<file path="src/rtl/ps2_key_decoder_if.sv">
// ps2_key_decoder_if: key event and raw byte bundle produced by ps2_key_decoder.
//   key_strobe   - toggles once per decoded key event
//   key_pressed  - 1 = make, 0 = break
//   key_extended - event was prefixed by E0
//   key_code     - scan code byte of the event
//   byte_valid   - one-cycle pulse per good frame (prefix and response bytes too)
//   byte_data    - raw byte of the last good frame
//   frame_error  - one-cycle pulse on framing, parity or timeout error
// Modports: master drives the bundle (decoder), slave consumes it (keyboard matrix).
interface ps2_key_decoder_if;
    logic       key_strobe;
    logic       key_pressed;
    logic       key_extended;
    logic [7:0] key_code;
    logic       byte_valid;
    logic [7:0] byte_data;
    logic       frame_error;

    modport master (
        output key_strobe,
        output key_pressed,
        output key_extended,
        output key_code,
        output byte_valid,
        output byte_data,
        output frame_error
    );

    modport slave (
        input key_strobe,
        input key_pressed,
        input key_extended,
        input key_code,
        input byte_valid,
        input byte_data,
        input frame_error
    );
endinterface

</file>
<file path="src/rtl/ps2_key_decoder.sv">
// ps2_key_decoder: PS/2 keyboard receiver and scan-code-set-2 event decoder.
// Synchronizes and filters the raw PS/2 lines, deserializes 11-bit device-to-host
// frames, strips E0/F0/E1 prefixes, drops keyboard response bytes and emits one
// toggling key_strobe per completed make or break code.
// Ports:
//   clk      - system clock
//   reset_n  - asynchronous active-low reset
//   ps2_clk  - raw PS/2 clock (asynchronous)
//   ps2_data - raw PS/2 data (asynchronous)
//   key_if   - event/byte outputs (ps2_key_decoder_if.master)
// Parameters:
//   FILTER_LEN - consecutive synchronized samples needed to change the filtered clock
//   TIMEOUT    - clk cycles without a sample edge mid-frame before the frame aborts
// Build option:
//   PS2_PARITY_CHECK_EN - when defined, a parity mismatch is a frame error;
//                         otherwise the parity bit is sampled but ignored.
module ps2_key_decoder #(
    parameter int unsigned FILTER_LEN = 8,
    parameter int unsigned TIMEOUT    = 60000
) (
    input  logic              clk,
    input  logic              reset_n,
    input  logic              ps2_clk,
    input  logic              ps2_data,
    ps2_key_decoder_if.master key_if
);

    localparam int unsigned FiltW = $clog2(FILTER_LEN + 1);
    localparam int unsigned ToW   = $clog2(TIMEOUT + 1);

    typedef enum logic [1:0] {StIdle, StData, StParity, StStop} state_e;

    // ---------------- input conditioning ----------------
    logic [1:0]       clk_sync_q, data_sync_q;
    logic             clk_filt_q, clk_filt_d;
    logic [FiltW-1:0] filt_cnt_q, filt_cnt_d;
    logic             clk_s, data_s, sample_edge;

    assign clk_s  = clk_sync_q[1];
    assign data_s = data_sync_q[1];

    always_comb begin
        clk_filt_d = clk_filt_q;
        filt_cnt_d = filt_cnt_q;
        if (clk_s == clk_filt_q) begin
            filt_cnt_d = '0;
        end else if (filt_cnt_q == FiltW'(FILTER_LEN - 1)) begin
            clk_filt_d = clk_s;
            filt_cnt_d = '0;
        end else begin
            filt_cnt_d = filt_cnt_q + 1'b1;
        end
    end

    // The cycle in which the filtered level commits to 1->0 is the sample edge.
    assign sample_edge = clk_filt_q && !clk_s && (filt_cnt_q == FiltW'(FILTER_LEN - 1));

    // ---------------- frame FSM ----------------
    state_e         state_q, state_d;
    logic [2:0]     bit_cnt_q, bit_cnt_d;
    logic [7:0]     shift_q, shift_d;
    logic           par_q, par_d;
    logic [ToW-1:0] to_cnt_q, to_cnt_d;
    logic           good_byte, frame_err, parity_ok;

`ifdef PS2_PARITY_CHECK_EN
    assign parity_ok = ^{shift_q, par_q};
`else
    assign parity_ok = 1'b1;
`endif

    always_comb begin
        state_d   = state_q;
        bit_cnt_d = bit_cnt_q;
        shift_d   = shift_q;
        par_d     = par_q;
        to_cnt_d  = to_cnt_q;
        good_byte = 1'b0;
        frame_err = 1'b0;

        if (state_q == StIdle || sample_edge) begin
            to_cnt_d = '0;
        end else begin
            to_cnt_d = to_cnt_q + 1'b1;
        end

        case (state_q)
            StIdle: begin
                // A sample edge with data high is line noise; ignore silently.
                if (sample_edge && !data_s) begin
                    state_d   = StData;
                    bit_cnt_d = '0;
                end
            end
            StData: begin
                if (sample_edge) begin
                    shift_d   = {data_s, shift_q[7:1]};
                    bit_cnt_d = bit_cnt_q + 1'b1;
                    if (bit_cnt_q == 3'd7) begin
                        state_d = StParity;
                    end
                end
            end
            StParity: begin
                if (sample_edge) begin
                    par_d   = data_s;
                    state_d = StStop;
                end
            end
            StStop: begin
                if (sample_edge) begin
                    state_d = StIdle;
                    if (data_s && parity_ok) begin
                        good_byte = 1'b1;
                    end else begin
                        frame_err = 1'b1;
                    end
                end
            end
            default: state_d = StIdle;
        endcase

        // Timeout loses to a sample edge arriving in the same cycle.
        if (state_q != StIdle && !sample_edge && to_cnt_q == ToW'(TIMEOUT - 1)) begin
            state_d   = StIdle;
            frame_err = 1'b1;
            to_cnt_d  = '0;
        end
    end

    // ---------------- byte decoder ----------------
    logic       ext_q, ext_d, brk_q, brk_d;
    logic [2:0] skip_q, skip_d;
    logic       strobe_q, strobe_d;
    logic       pressed_q, pressed_d;
    logic       extended_q, extended_d;
    logic [7:0] code_q, code_d;

    always_comb begin
        ext_d      = ext_q;
        brk_d      = brk_q;
        skip_d     = skip_q;
        strobe_d   = strobe_q;
        pressed_d  = pressed_q;
        extended_d = extended_q;
        code_d     = code_q;

        if (frame_err) begin
            ext_d = 1'b0;
            brk_d = 1'b0;
        end else if (good_byte) begin
            if (skip_q != 3'd0) begin
                skip_d = skip_q - 1'b1;
            end else begin
                case (shift_q)
                    8'hE0: ext_d = 1'b1;
                    8'hF0: brk_d = 1'b1;
                    8'hE1: begin
                        // Pause: swallow the remaining 7 bytes of the sequence.
                        skip_d = 3'd7;
                        ext_d  = 1'b0;
                        brk_d  = 1'b0;
                    end
                    8'h00, 8'hAA, 8'hEE, 8'hFA, 8'hFC, 8'hFE, 8'hFF: begin
                        ext_d = 1'b0;
                        brk_d = 1'b0;
                    end
                    default: begin
                        code_d     = shift_q;
                        extended_d = ext_q;
                        pressed_d  = ~brk_q;
                        strobe_d   = ~strobe_q;
                        ext_d      = 1'b0;
                        brk_d      = 1'b0;
                    end
                endcase
            end
        end
    end

    // ---------------- registers ----------------
    logic       byte_valid_q, frame_error_q;
    logic [7:0] byte_data_q;

    always_ff @(posedge clk or negedge reset_n) begin
        if (!reset_n) begin
            // Lines idle high, so conditioning state resets high to avoid a false edge.
            clk_sync_q    <= 2'b11;
            data_sync_q   <= 2'b11;
            clk_filt_q    <= 1'b1;
            filt_cnt_q    <= '0;
            state_q       <= StIdle;
            bit_cnt_q     <= '0;
            shift_q       <= '0;
            par_q         <= 1'b0;
            to_cnt_q      <= '0;
            ext_q         <= 1'b0;
            brk_q         <= 1'b0;
            skip_q        <= '0;
            strobe_q      <= 1'b0;
            pressed_q     <= 1'b0;
            extended_q    <= 1'b0;
            code_q        <= '0;
            byte_valid_q  <= 1'b0;
            byte_data_q   <= '0;
            frame_error_q <= 1'b0;
        end else begin
            clk_sync_q    <= {clk_sync_q[0], ps2_clk};
            data_sync_q   <= {data_sync_q[0], ps2_data};
            clk_filt_q    <= clk_filt_d;
            filt_cnt_q    <= filt_cnt_d;
            state_q       <= state_d;
            bit_cnt_q     <= bit_cnt_d;
            shift_q       <= shift_d;
            par_q         <= par_d;
            to_cnt_q      <= to_cnt_d;
            ext_q         <= ext_d;
            brk_q         <= brk_d;
            skip_q        <= skip_d;
            strobe_q      <= strobe_d;
            pressed_q     <= pressed_d;
            extended_q    <= extended_d;
            code_q        <= code_d;
            byte_valid_q  <= good_byte;
            frame_error_q <= frame_err;
            if (good_byte) begin
                byte_data_q <= shift_q;
            end
        end
    end

    assign key_if.key_strobe   = strobe_q;
    assign key_if.key_pressed  = pressed_q;
    assign key_if.key_extended = extended_q;
    assign key_if.key_code     = code_q;
    assign key_if.byte_valid   = byte_valid_q;
    assign key_if.byte_data    = byte_data_q;
    assign key_if.frame_error  = frame_error_q;

endmodule

</file>
<file path="src/flat_wrapper.sv">
// flat-port wrapper written by rule: the top's interface ports become plain ports
module ps2_key_decoder_flat 
#(
    parameter int unsigned FILTER_LEN = 8,
    parameter int unsigned TIMEOUT    = 60000
)
  (clk, reset_n, ps2_clk, ps2_data, key_if_key_strobe, key_if_key_pressed, key_if_key_extended, key_if_key_code, key_if_byte_valid, key_if_byte_data, key_if_frame_error);
  ps2_key_decoder_if key_if_i ();
  input  logic clk;
  input  logic reset_n;
  input  logic ps2_clk;
  input  logic ps2_data;
  output wire logic [$bits(key_if_i.key_strobe)-1:0] key_if_key_strobe;
  output wire logic [$bits(key_if_i.key_pressed)-1:0] key_if_key_pressed;
  output wire logic [$bits(key_if_i.key_extended)-1:0] key_if_key_extended;
  output wire logic [$bits(key_if_i.key_code)-1:0] key_if_key_code;
  output wire logic [$bits(key_if_i.byte_valid)-1:0] key_if_byte_valid;
  output wire logic [$bits(key_if_i.byte_data)-1:0] key_if_byte_data;
  output wire logic [$bits(key_if_i.frame_error)-1:0] key_if_frame_error;
  assign key_if_key_strobe = key_if_i.key_strobe;
  assign key_if_key_pressed = key_if_i.key_pressed;
  assign key_if_key_extended = key_if_i.key_extended;
  assign key_if_key_code = key_if_i.key_code;
  assign key_if_byte_valid = key_if_i.byte_valid;
  assign key_if_byte_data = key_if_i.byte_data;
  assign key_if_frame_error = key_if_i.frame_error;
  ps2_key_decoder #(.FILTER_LEN(FILTER_LEN), .TIMEOUT(TIMEOUT)) u_core (.clk(clk), .reset_n(reset_n), .ps2_clk(ps2_clk), .ps2_data(ps2_data), .key_if(key_if_i));
endmodule
</file>
<file path="config.mk">
export PLATFORM = sky130hd
export DESIGN_NAME = ps2_key_decoder_flat
export DESIGN_NICKNAME = d
export VERILOG_FILES = /design/src/rtl/ps2_key_decoder_if.sv /design/src/rtl/ps2_key_decoder.sv /design/src/flat_wrapper.sv
export SDC_FILE = /design/constraint.sdc
export NUM_CORES = 1
export LEC_CHECK = 0
export BUFFER_PORTS_ARGS = -buffer_cell sky130_fd_sc_hd__clkbuf_2
export CORE_MARGIN = 5
export CORE_UTILIZATION = 46
export CTS_CLUSTER_DIAMETER = 200
export CTS_CLUSTER_SIZE = 40
export DETAILED_ROUTE_END_ITERATION = 7
export MAX_ROUTING_LAYER = met4
export SYNTH_ARGS = -nofsm -noshare
export SYNTH_HDL_FRONTEND = slang
export SYNTH_SLANG_ARGS = --single-unit
</file>
<file path="constraint.sdc">
create_clock -name clk -period 2.8 [get_ports clk]
set_input_delay 0.42 -clock clk [delete_from_list [all_inputs] [get_ports clk]]
set_output_delay 0.42 -clock clk [all_outputs]
set_load 0.05 [all_outputs]
</file>
==> results of run 1 <==
-- registers in the layout, summed over array words and instances (netlist names), 2 cells and up --
name	flops
u_core.to_cnt_q	16
u_core.key_if.byte_data	8
u_core.key_if.key_code	8
u_core.shift_q	8
u_core.filt_cnt_q	4
u_core.bit_cnt_q	3
u_core.skip_q	3
u_core.clk_sync_q	2
u_core.data_sync_q	2
u_core.state_q	2
-- layout by cell type, fill, tap and decap left out, drive strengths merged, types with 2 or more instances in the layout --
master	instances
buf	3
and4	2
nor2	31
ha	11
nor3	5
xnor2	7
dfstp	5
nand4b	2
nand2b	3
or2	2
and3	4
mux2i	4
nor4	2
or3	4
o31ai	2
or4	2
mux2	22
a21oi	7
clkbuf	38
o21ai	11
dfrtp	59
nor3b	2
nand4	5
nand2	17
nand3	11
inv	10
xor2	9
-- synthesized netlist by cell type (6+ instances only) --
cell / count
dfrtp_1: 59
nor2_1: 30
mux2_2: 22
nand2_1: 17
ha_1: 11
nand3_1: 11
o21ai_0: 11
inv_1: 10
xor2_1: 9
xnor2_1: 7
a21oi_1: 6
-- worst max-delay path by stage --
stage                                   from                                    end  slack (ns)  depth (start not counted)
5_1_grt        u_core.clk_filt_q$_DFFE_PN1P_  u_core.key_if.key_code[2]$_DFFE_PN0P_        0.30                          6
3_3_place_gp   u_core.clk_filt_q$_DFFE_PN1P_  u_core.key_if.key_code[7]$_DFFE_PN0P_        0.57                          6
4_1_cts        u_core.clk_filt_q$_DFFE_PN1P_  u_core.key_if.key_code[2]$_DFFE_PN0P_        0.46                          6
3_5_place_dp   u_core.clk_filt_q$_DFFE_PN1P_  u_core.key_if.key_code[2]$_DFFE_PN0P_        0.50                          6
2_1_floorplan  u_core.clk_filt_q$_DFFE_PN1P_  u_core.key_if.key_code[1]$_DFFE_PN0P_        0.74                          6
6_report       u_core.clk_filt_q$_DFFE_PN1P_  u_core.key_if.key_code[2]$_DFFE_PN0P_        0.49                          6
-- routing by layer --
layer	track usage (%)	wire [um]
met3	4.51	164
met4	6.80	74
met2	20.4	2420
met5	-	0
met1	20.0	2740
-- cells by family (layout without fill, tap and decap cells) --
| logic type | Yosys count | after routing | synth area share (%) |
|---|---|---|---|
| and+or+nand+nor | 96 | 96 | 17.2 |
| DFF | 64 | 64 | 54.9 |
| AOI/OAI and AO/OA | 27 | 27 | 6.80 |
| muxes | 26 | 26 | 9.83 |
| xor gates and xnor gates | 16 | 16 | 4.79 |
| buffers and inverters | 14 | 53 | 1.79 |
| adders and majority gates | 11 | 11 | 4.70 |
-- power by group --
group	total, mW	internal, mW	switching (mW)
clock	0.762	0.417	0.345
sequential	1.06	0.995	0.0617
combinational	0.330	0.129	0.201
total	2.15	1.54	0.607
-- area by class of cell --
type / count / area (sq um)
Fill cell: 561 / 2930
Sequential cell: 64 / 1610
Multi-Input combinational cell: 176 / 1270
Clock buffer: 14 / 183
Timing Repair Buffer: 27 / 143
Tap cell: 77 / 96.3
Inverter: 10 / 37.5
Clock inverter: 2 / 12.5
==> results.tsv, run 1 <==
stage	metric	value	unit
routing	routedWlPerCell	14.6	um
routing	drt_wl_total	5400	um
layout	drive_above_1_share	26.3	%
global_route	grt_pass1_vias	1930	
placed_design	dp_hpwl	3810	um
synthesis	synth_top_area_share	50.4	%
sta	hold_viol_final	0	
floorplan	rows	29	
floorplan	pin_count	25	
power	p_leak	1.64	nW
clocking	clock_latency	0.34	ns
synthesis	synth_edf_count	0	
synthesis	yosysTopAreaCell	dfrtp_1	
clocking	clkSinkCount	64	
global_route	overflow	0	
synthesis	syn_nets	269	
worst_setup_path	cp.buffers_inverters	0	
worst_setup_path	worst-setup-path-type	flip-flop to flip-flop	
sta	finalClockSkew	0.00688	ns
power	power.density	642	mW/mm^2
floorplan	die_w	89.8	um
power	ir_drop	0.420	mV
synthesis	seq_area_frac_synth	54.9	%
layout	final_net_count	303	
routing	vias	1957	
sta	layout_min_cycle_time	2.31	ns
sta	post-route-period-util	82.5	%
global_route	antenna_found_initial	0	
worst_setup_path	critical_path_arrival	2.54	ns
placed_design	dp.cells	354	
clocking	clock_path_buffers	2	
sta	tightest_slew	0.580	ns
clocking	numCtsBuffers	9	
routing	postRouteAntennaNets	0	
worst_setup_path	path_cells	ha_1, nand4b_1, nor2_1, o2111ai_4, nor2_4, mux2_2	
synthesis	avgSynthCellArea	11.5	sq um
worst_setup_path	worstPathRequired	3.03	ns
worst_setup_path	r2r-start	u_core.clk_filt_q$_DFFE_PN1P_	
sta	timing.fmax	433	MHz
layout	final_util	53.3	%
synthesis	synth.area.top_cells	dfrtp_1 (50%), mux2_2 (8.5%), ha_1 (4.7%)	
sta	rsz0062_at_grt	false	
placed_design	io_buffers	24	
worst_setup_path	critical_path.slowest_cell	dfstp_2	
routing	drt_iter0_markers	74	
worst_setup_path	end_kind	flip-flop	
layout	stdcell_area	0.00335	sq mm
synthesis	ys_warn_count	0	
synthesis	synthFlopType	dfrtp_1	
sta	setup_viol	0	
clocking	root_buffer	clkbuf_8	
min_path	hold_class	primary input to async pin	
sta	holdWs	0.0365	ns
floorplan	coreArea	0.00628	sq mm
sta	maxSlewViolCount	0	
global_route	grt_max_degree	26	
worst_setup_path	reg2reg_slack	0.49	ns
synthesis	synth_cell_types	41	
floorplan	die_h	89.8	um
clocking	post_cts_resized	0	
sta	relSlewSlack	61.0	%
sta	setup_slack	0.490	ns
clocking	path_clk_slew	0.07	ns
routing	drtPass1Iterations	4	
layout	fin_cells	370	
synthesis	async_flop_share	100	%
worst_setup_path	rr_endpoint	u_core.key_if.key_code[2]$_DFFE_PN0P_	
placed_design	place_area	0.00315	sq mm
floorplan	initial_core_util	46.6	%
worst_setup_path	crit_family	simple AND/OR/NAND/NOR gates	
layout	flow.area_growth_from_synthesis	14.3	%
layout	diodes	0	
worst_setup_path	worstRegToRegCells	6	
global_route	grt_util_all_layers	14.8	%
synthesis	synth_seq_cells	64	
status	status	finished clean	
worst_setup_path	cp-start-kind	flip-flop	
worst_setup_path	slowest_delay	0.53	ns
routing	drc_errors	0	
placed_design	dp_slack	0.499	ns
synthesis	synth_cells	254	
clocking	postCtsHoldBufs	0	
global_route	grt_pass1_wl	9400	um
sta	setup_tns	0	ns
worst_setup_path	critPathMaxFanout	8	
flow_run	drv_cap	0	
clocking	htree_levels	3	
clocking	tritoncts	done	
power	p_total	2.15	mW
synthesis	syn_area	0.00293	sq mm
floorplan	die-area	0.00806	sq mm
placed_design	gp_congestion	0.799	
clocking	cts_setup_buffers	0	
routing	avgViaCountPerCell	5.29	
(Power assumes the default switching activity.)
==> run 2: changes to the inputs <==
--- a/config.mk
+++ b/config.mk
@@ -12,6 +12,7 @@
 export CTS_CLUSTER_SIZE = 40
 export DETAILED_ROUTE_END_ITERATION = 7
 export MAX_ROUTING_LAYER = met4
+export PLACE_DENSITY = 0.67
 export SYNTH_ARGS = -nofsm -noshare
 export SYNTH_HDL_FRONTEND = slang
 export SYNTH_SLANG_ARGS = --single-unit
==> constraint.sdc (replaced) <==
create_clock -name clk -period 1.9 [get_ports clk]
set_input_delay 0.285 -clock clk [delete_from_list [all_inputs] [get_ports clk]]
set_output_delay 0.285 -clock clk [all_outputs]
set_load 0.05 [all_outputs]
==> run 2 against run 1 <==
- the run now ends with negative setup slack left
- die area did not move
- critical endpoint is now u_core.key_if.key_code[3]$_DFFE_PN0P_
- cell count rose by 8.9%
- core utilization rose by 6.9 points
- flip-flop and latch count did not move
- combinational power rose by 88%
- critical path type unchanged
- largest power group unchanged
- final area rose by 13%
- largest cell class unchanged
- clock-buffer cell count fell by 1
- via count rose by 6.8%
- total power rose by 60%
- clock power rose by 67%
- first-iteration DRC count rose by 20%
- clock skew rose by 0.0011 ns
==> results.tsv, run 2 (same netlist as run 1, synthesis figures left out) <==
stage	metric	value	unit
worst_setup_path	worstPathRequired	2.12	ns
layout	final_net_count	336	
layout	seq_area	0.00161	sq mm
routing	routedWlPerCell	14.9	um
worst_setup_path	critPathMaxFanout	4	
layout	largest_reg_flops	16	
layout	flow.area_growth_from_synthesis	29.1	%
clocking	clock_path_buffers	2	
global_route	grt_max_degree	26	
worst_setup_path	end_kind	flip-flop	
global_route	overflow	0	
power	p_leak	1.86	nW
placed_design	dp_hpwl	4180	um
clocking	path_clk_slew	0.07	ns
clocking	clkSinkCount	64	
routing	vias	2090	
sta	setup_slack	-0.0605	ns
global_route	antenna_found_initial	0	
status	status	finished, violations left	
layout	filler_cell_count	494	
sta	maxSlewViolCount	0	
power	p_total	3.45	mW
placed_design	io_buffers	24	
floorplan	die_w	89.8	um
clocking	numCtsBuffers	9	
layout	final_common_cell	dfrtp_1	
global_route	grt_pass1_vias	2194	
routing	drc_errors	0	
routing	avgViaCountPerCell	5.19	
sta	tightest_slew	0.592	ns
power	power.density	912	mW/mm^2
global_route	grt_util_all_layers	16.1	%
sta	hold_viol_final	0	
sta	post-route-period-util	103	%
sta	finalClockSkew	0.00801	ns
routing	postRouteAntennaNets	0	
floorplan	rows	29	
placed_design	dp_slack	-0.0554	ns
sta	rsz0062_at_grt	true	
power	ir_drop	0.543	mV
floorplan	initial_core_util	46.6	%
clocking	root_buffer	clkbuf_8	
layout	multiInputGateArea	0.00137	sq mm
layout	drive_above_1_share	38.0	%
sta	relSlewSlack	60.5	%
min_path	hold_class	primary input to flip-flop	
floorplan	pin_count	25	
routing	drtPass1Iterations	4	
flow_run	drv_cap	0	
sta	setup_viol	9	
routing	drt_wl_total	6020	um
status	violations	negative setup slack	
routing	drt_iter0_markers	89	
worst_setup_path	cp-start-kind	flip-flop	
sta	timing.fmax	510	MHz
floorplan	die_h	89.8	um
floorplan	coreArea	0.00628	sq mm
sta	layout_min_cycle_time	1.96	ns
placed_design	gp_congestion	0.845	
layout	diodes	0	
worst_setup_path	critical_path_arrival	2.18	ns
clocking	htree_levels	3	
layout	final_cell_mix	dfrtp_1 (59), nor2_1 (28), buf_4 (27)	
floorplan	die-area	0.00806	sq mm
layout	max_flop_register	u_core.to_cnt_q	
global_route	grt_pass1_wl	10300	um
worst_setup_path	worst-setup-path-type	flip-flop to flip-flop	
clocking	clock_latency	0.33	ns
clocking	tritoncts	done	
==> run 2: changes by cell type in the layout (fill, tap and decap cells not counted), moves of 3 or more <==
| cell | change |
|---|---|
| mux2_4 | +6 |
| o21ai_0 | -4 |
| inv_1 | -3 |
| buf_4 | +24 |
| buf_6 | +4 |
| o21ai_1 | +4 |
| buf_12 | +4 |
| inv_2 | +3 |
| clkbuf_8 | -3 |
| ha_1 | -4 |
| mux2_2 | -6 |
==> run 2: routing by layer <==
metal  vias to the layer above  wire [um]  track usage, %
met1                      1015       2790            20.2
met2                        41       2880            24.5
met4                         0         97            7.18
met5                         -          0               -
met3                         8        257            4.34
li1                       1026          -               -
==> run 2: path summary, 6_finish.rpt <==
| kind | start | end | slack (ns) | cells past startpoint |
|---|---|---|---|---|
| max in group asynchronous | reset_n | u_core.data_sync_q[1]$_DFF_PN1_ | 0.79 | 3 |
| min in group asynchronous | reset_n | u_core.shift_q[5]$_DFFE_PN0P_ | 0.49 | 2 |
| hold / removal | ps2_clk | u_core.clk_sync_q[0]$_DFF_PN1_ | 0.03 | 1 |
| setup / recovery | u_core.shift_q[1]$_DFFE_PN0P_ | u_core.key_if.key_code[3]$_DFFE_PN0P_ | -0.06 | 6 |
| hold reg to reg | u_core.clk_sync_q[0]$_DFF_PN1_ | u_core.clk_sync_q[1]$_DFF_PN1_ | 0.35 | 0 |
| setup reg to reg | u_core.shift_q[1]$_DFFE_PN0P_ | u_core.key_if.key_code[3]$_DFFE_PN0P_ | -0.06 | 6 |
==> run 2: critical path: stages, from the launching register on <==
cell,delay (ns)
dfrtp_1,0.42
or4_4,0.53
o211a_1,0.17
o2111ai_4,0.24
nor2_4,0.07
buf_6,0.13
mux2_4,0.29
==> run 2: area by class of cell <==
| cell class | count | area share, % |
|---|---|---|
| Clock inverter | 3 | 1.72 |
| Timing Repair Buffer | 60 | 12.1 |
| Clock buffer | 13 | 3.94 |
| Sequential cell | 64 | 42.5 |
| Inverter | 10 | 0.993 |
| Tap cell | 77 | 2.55 |
| Multi-Input combinational cell | 176 | 36.1 |
==> run 2: stage by stage <==
stage | instance area (sq um) | hold WS (ns) | setup TNS, ns | instances | utilization, %
detailed placement | 3380 | 0.313 | -0.318 | 376 | 53.8
global placement | 3380 | 0.319 | 0 | 376 | 53.8
finish | 3780 | 0.0328 | -0.349 | 403 | 60.2
CTS | 3650 | 0.0100 | -0.0824 | 398 | 58.2
floorplan | 2940 | -0.0106 | -0.00538 | 254 | -
global route | 3780 | 0.0126 | -0.843 | 403 | 60.2
==> run 2: what timing repair did <==
| item | in CTS | in global routing |
|---|---|---|
| pin swaps | 3 | 6 |
| hold buffers | 1 | 0 |
| resized for setup | 3 | 28 |
| cloned | 0 | 0 |
| setup buffers | 5 | 5 |
| hold endpoints to repair | 16 | 0 |
| endpoints found under the setup margin | 9 | 17 |
==> run 2: power by group <==
group | switching (mW) | internal, mW
clock | 0.492 | 0.775
combinational | 0.334 | 0.286
sequential | 0.0939 | 1.47
